[src/rtl/id_issue_queue.sv]
// Instruction buffer between fetch and decode: a circular queue filled up to
// FETCH_W lanes per cycle, drained one or two entries per cycle under dual-issue pairing rules.
module id_issue_queue #(
  parameter int DEPTH   = 16,
  parameter int FETCH_W = 2
) (
  input  logic                    clk,
  input  logic                    resetn,
  input  logic                    flush,
  input  logic [FETCH_W-1:0]      enq_valid,
  input  logic [32*FETCH_W-1:0]   enq_instr,
  input  logic [32*FETCH_W-1:0]   enq_pc,
  input  logic [14*FETCH_W-1:0]   enq_exp,
  output logic                    enq_ready,
  input  logic                    issue_ready,
  output logic [1:0]              issue_valid,
  output logic [31:0]             Instr_First,
  output logic [31:0]             PC_First,
  output logic [13:0]             Exp_First,
  output logic [31:0]             Instr_Second,
  output logic [31:0]             PC_Second,
  output logic [13:0]             Exp_Second,
  output logic [$clog2(DEPTH):0]  count
);

  localparam int AW = $clog2(DEPTH);
  localparam int CW = AW + 1;

  logic [31:0]   instr_mem_r [DEPTH];
  logic [31:0]   pc_mem_r    [DEPTH];
  logic [13:0]   exp_mem_r   [DEPTH];

  logic [AW-1:0] rd_ptr_r;
  logic [AW-1:0] wr_ptr_r;
  logic [CW-1:0] count_r;

  logic [AW-1:0] next_ptr_s;
  logic [CW-1:0] free_s;
  logic          enq_fire_s;
  logic          run_s;
  logic [FETCH_W-1:0] lane_we_s;
  logic [AW-1:0] lane_addr_s [FETCH_W];
  logic [CW-1:0] enq_cnt_s;
  logic [CW-1:0] deq_cnt_s;
  logic          pair_block_s;
  logic [4:0]    first_dest_s;
  logic [1:0]    issue_valid_s;

  function automatic logic f_is_branch(input logic [31:0] ins);
    logic r;
    case (ins[31:26])
      6'h01, 6'h02, 6'h03, 6'h04, 6'h05, 6'h06, 6'h07: r = 1'b1;
      6'h00:   r = (ins[5:0] == 6'h08) || (ins[5:0] == 6'h09);
      default: r = 1'b0;
    endcase
    return r;
  endfunction

  function automatic logic f_is_trap(input logic [31:0] ins);
    logic r;
    case (ins[31:26])
      6'h10:   r = 1'b1;
      6'h00:   r = (ins[5:0] == 6'h0C) || (ins[5:0] == 6'h0D);
      default: r = 1'b0;
    endcase
    return r;
  endfunction

  function automatic logic f_is_hilo(input logic [31:0] ins);
    return (ins[31:26] == 6'h00) && (ins[5:0] >= 6'h10) && (ins[5:0] <= 6'h1B);
  endfunction

  // Zero means no destination, which also covers writes to $0.
  function automatic logic [4:0] f_dest(input logic [31:0] ins);
    logic [4:0] d;
    case (ins[31:26])
      6'h00:   d = ins[15:11];
      6'h03:   d = 5'd31;
      6'h08, 6'h09, 6'h0A, 6'h0B, 6'h0C, 6'h0D, 6'h0E, 6'h0F,
      6'h20, 6'h21, 6'h22, 6'h23, 6'h24, 6'h25: d = ins[20:16];
      default: d = 5'd0;
    endcase
    return d;
  endfunction

  assign next_ptr_s   = rd_ptr_r + AW'(1'b1);
  assign free_s       = CW'(DEPTH) - count_r;
  assign enq_ready    = free_s >= CW'(FETCH_W);
  assign enq_fire_s   = enq_ready && !flush;

  assign Instr_First  = instr_mem_r[rd_ptr_r];
  assign PC_First     = pc_mem_r[rd_ptr_r];
  assign Exp_First    = exp_mem_r[rd_ptr_r];
  assign Instr_Second = instr_mem_r[next_ptr_s];
  assign PC_Second    = pc_mem_r[next_ptr_s];
  assign Exp_Second   = exp_mem_r[next_ptr_s];
  assign count        = count_r;
  assign issue_valid  = issue_valid_s;

  // Lane write enables and addresses; only the contiguous run from lane 0 is taken.
  always_comb begin
    run_s     = 1'b1;
    enq_cnt_s = '0;
    lane_we_s = '0;
    for (int i = 0; i < FETCH_W; i++) begin
      run_s          = run_s & enq_valid[i];
      lane_we_s[i]   = run_s & enq_fire_s;
      lane_addr_s[i] = wr_ptr_r + AW'(i);
      if (lane_we_s[i]) begin
        enq_cnt_s = enq_cnt_s + CW'(1'b1);
      end else begin
        enq_cnt_s = enq_cnt_s;
      end
    end
  end

  // Dual-issue judge on head and head+1.
  always_comb begin
    first_dest_s = f_dest(Instr_First);
    pair_block_s = f_is_trap(Instr_First) || f_is_trap(Instr_Second) ||
                   f_is_branch(Instr_Second) ||
                   (f_is_hilo(Instr_First) && f_is_hilo(Instr_Second)) ||
                   ((first_dest_s != 5'd0) &&
                    ((first_dest_s == Instr_Second[25:21]) ||
                     (first_dest_s == Instr_Second[20:16])));
    issue_valid_s[0] = count_r != CW'(1'b0);
    issue_valid_s[1] = (count_r >= CW'(2'd2)) && !pair_block_s;
    if (issue_ready && !flush) begin
      deq_cnt_s = CW'(issue_valid_s[0]) + CW'(issue_valid_s[1]);
    end else begin
      deq_cnt_s = '0;
    end
  end

  // Queue storage; deliberately not reset.
  always_ff @(posedge clk) begin
    for (int i = 0; i < FETCH_W; i++) begin
      if (lane_we_s[i]) begin
        instr_mem_r[lane_addr_s[i]] <= enq_instr[32*i +: 32];
        pc_mem_r[lane_addr_s[i]]    <= enq_pc[32*i +: 32];
        exp_mem_r[lane_addr_s[i]]   <= enq_exp[14*i +: 14];
      end
    end
  end

  // Pointers and occupancy; flush overrides same-cycle enqueue and dequeue.
  always_ff @(posedge clk or negedge resetn) begin
    if (!resetn) begin
      rd_ptr_r <= '0;
      wr_ptr_r <= '0;
      count_r  <= '0;
    end else if (flush) begin
      rd_ptr_r <= '0;
      wr_ptr_r <= '0;
      count_r  <= '0;
    end else begin
      rd_ptr_r <= rd_ptr_r + deq_cnt_s[AW-1:0];
      wr_ptr_r <= wr_ptr_r + enq_cnt_s[AW-1:0];
      count_r  <= count_r + enq_cnt_s - deq_cnt_s;
    end
  end

endmodule

[config.mk]
export PLATFORM = sky130hd
export DESIGN_NAME = id_issue_queue
export DESIGN_NICKNAME = d
export VERILOG_FILES = /design/src/rtl/id_issue_queue.sv
export SDC_FILE = /design/constraint.sdc
export NUM_CORES = 2
export LEC_CHECK = 0
export CORE_MARGIN = 2
export CORE_UTILIZATION = 56
export CTS_BUF_LIST = sky130_fd_sc_hd__clkbuf_8
export CTS_CLUSTER_SIZE = 20
export DETAILED_ROUTE_END_ITERATION = 6
export PLACE_DENSITY = 0.72
export SYNTH_ARGS = -nofsm -noshare
export SYNTH_HDL_FRONTEND = slang
export SYNTH_SLANG_ARGS = --single-unit
[constraint.sdc]
create_clock -name clk -period 8.8 [get_ports clk]
set_clock_uncertainty 0.2 [all_clocks]
set_input_delay 1.76 -clock clk [delete_from_list [all_inputs] [get_ports clk]]
set_output_delay 1.76 -clock clk [all_outputs]
set_load 0.05 [all_outputs]
==> impl_metrics.tcl <==
set metrics [dict create \
    status "completed" \
    avgRoutedWirePerCell_um 36.8 \
    cts.clk_slew.worst_paths_ns 0.06 \
    overflow 0 \
    yosysUniqueCellTypes 52 \
    maxSlewViolCount 0 \
    gp_congestion 0.826 \
    cts_tree "yes" \
    placed_area_um2 77500 \
    clock_latency_ns 0.97 \
    grt_pass1_wl_um 318000 \
    power_density_nw_per_um2 274 \
    p_leak_nw 25.2 \
    drive_above_1_share 0.560 \
    final_nets 4312 \
    fin_hold_ws_ns 0.465 \
    syn_to_final_growth_pct 11.9 \
    path_max_fanout 88 \
    irDropWorstVdd_v 0.000352 \
    place_inst 5653 \
    root_buffer "clkbuf_8" \
    grt_pass1_vias 44165 \
    cp.arrival_ns 6.51 \
    synthCells 3957 \
    cp-end-kind "primary output" \
    max-cap-violations 0 \
    htreeDepth 4 \
    antenna_found_initial 25 \
    vias_per_cell 7.22 \
    critPathMaxStageDelay_ns 0.98 \
    tightest_slew_ns 1.26 \
    io_buffers 325 \
    required_ns 6.84 \
    synth_ff_type "edfxtp_1" \
    avgSynthCellArea_um2 18.4 \
    die_y_um 364 \
    worst_slew_margin_rel 0.157 \
    fmax_mhz 118 \
    ant_nets 0 \
    post-cts-setup-buffers 0 \
    hold_viol 0 \
    num_vias 43676 \
    wl_um 223000 \
    num_io_pins 326 \
    die_x_um 364 \
    clockBufferDepth 3 \
    start_util 0.563 \
    multi_input_area_um2 33100 \
    coreArea_um2 129000 \
    rsz0062_at_grt "no" \
    fillers 9283 \
    layout_min_cycle_time_ns 8.47 \
    numCtsBuffers 214 \
    setup_violations 0 \
    regArea_um2 37800 \
    path_class "reg -> out" \
    stdcell_count 6053 \
    hpwlAfterDp_um 118000 \
    crit_slowest_cell "dfrtp_4" \
    synth_nets 4142 \
    cts_num_sinks 1261 \
    fin_crit_sh 0.962 \
    crit_chain "buf_16, mux4_4, o22ai_1, nor2_1, nor4_1, and2_1, a221o_1, xor2_1, nor3_1, a22oi_1, o211a_1, clkdlybuf4s50_1" \
    crit_buf_inv 2 \
    drcViolationCount 0 \
    ys_warn_count 0 \
    final.setup.tns_ns 0 \
    netlist_area_um2 72700 \
    crit_family "buffers and inverters" \
    drtPass1Iterations 6 \
    power_mw 22.3 \
    grt_max_degree 145 \
    seq_area_frac_synth 0.520 \
    synth_edf_count 1248 \
    grt_use_total 0.338 \
    ys_ff_latch 1261 \
    hold_class "reg -> reg" \
    dieArea_um2 133000 \
    drt_iter0_drc 5774 \
    worstSetupStartpointType "flip-flop" \
    fp-row-count 132 \
    fin_area_um2 81400 \
    async_reset_ff_frac 0.0103 \
]
==> area by class of cell <==
class                   count  area share
multi-input cells        2210       0.407
diodes                     13    0.000400
well taps                1742      0.0268
repair buffers            424      0.0524
clock inverters           171      0.0110
clock buffers             216      0.0365
flip-flops and latches   1261       0.465
inverters                  16    0.000738
==> sequential cells by signal (all words and copies together), names as in the netlist <==
register     cells
instr_mem_r    512
pc_mem_r       512
exp_mem_r      224
count            5
rd_ptr_r         4
wr_ptr_r         4
==> routing by layer <==
metal  GRT usage  up-vias  wire, um
met4       0.117       26      7050
li1            -    17069         -
met5           0        -       165
met2       0.533     2893    107000
met3      0.0707      455     23400
met1       0.470    23233     85100
==> worst paths after layout <==
kind                       depth (start not counted)              to  slack, ns        start
max reg2reg                                       23        count[4]       1.91  rd_ptr_r[1]
max in group asynchronous                          1     rd_ptr_r[3]       6.87       resetn
min                                                2     wr_ptr_r[2]       0.47  wr_ptr_r[2]
max                                               12  issue_valid[1]       0.33  rd_ptr_r[1]
min in group asynchronous                          1     rd_ptr_r[1]       1.03       resetn
min reg2reg                                        2     wr_ptr_r[2]       0.47  wr_ptr_r[2]
==> worst register-to-register path, delay by kind of cell, from the launching register on <==
family | cells | cell delay (ns)
AO/OA/AOI/OAI | 6 | 1.52
AND/OR/NAND/NOR | 7 | 1.44
flip-flops | 1 | 0.98
adder cells (fa/ha/maj) | 4 | 0.95
buffers and inverters | 4 | 0.78
multiplexers | 1 | 0.76
XOR/XNOR | 1 | 0.18
==> cells by family (layout without fill, tap and decap cells) <==
kind of cell               after synthesis  after routing  synth area share
adders and majority gates               23             23           0.00437
and+or+nand+nor                        106            106           0.00740
buffers and inverters                  486            827            0.0281
DFF                                   1261           1261             0.520
AOI/OAI and AO/OA                       39             39           0.00370
xor gates and xnor gates                19             19           0.00229
other                                    0             13                 0
muxes                                 2023           2023             0.434
==> power breakdown <==
| part | internal, mW | leakage [nW] | switching (mW) |
|---|---|---|---|
| registers | 6.82 | 11.4 | 0.171 |
| clock network | 2.41 | 2.24 | 2.55 |
| logic | 4.66 | 11.5 | 5.66 |
==> through the flow <==
stage | utilization | worst slack (ns)
after floorplan | - | 1.62
after detailed placement | 0.600 | 1.33
final | 0.630 | 0.334
after global placement | 0.600 | 1.42
after CTS | 0.630 | 0.278
after global routing | 0.630 | 0.0161
==> cells in the mapped netlist (8+ instances only) <==
| cell type | number | area (um2) |
|---|---|---|
| mux4_1 | 15 | 394 |
| dfrtp_1 | 13 | 325 |
| ha_1 | 19 | 238 |
| buf_1 | 74 | 278 |
| mux2_2 | 1248 | 14100 |
| xor2_1 | 12 | 105 |
| edfxtp_1 | 1248 | 37500 |
| nor2_1 | 42 | 158 |
| buf_4 | 12 | 90.1 |
| buf_2 | 77 | 385 |
| o22ai_1 | 8 | 50.1 |
| mux4_2 | 758 | 17100 |
| a21oi_1 | 10 | 50.1 |
| inv_1 | 16 | 60.1 |
| clkbuf_1 | 300 | 1130 |
| nor2b_1 | 9 | 56.3 |
| nand3_1 | 13 | 65.1 |
==> cell usage in the layout (no fill, tap or decap), drive strengths merged, types with 8 or more instances in the layout <==
cell type         n
buf              99
clkbuf          216
mux2           1248
dfrtp            13
nor2b             9
a21oi            10
edfxtp         1248
clkdlybuf4s50   325
nor2             42
diode            13
xor2             12
mux4            774
ha               19
clkinv           85
o22ai             8
nand3            13
inv              97
==> timing repair <==
item / CTS / global route
hold buffers: 0 / 0
setup endpoints to repair: 0 / 1
resized for setup: 0 / 1
Power figures use the tool's default switching activity.
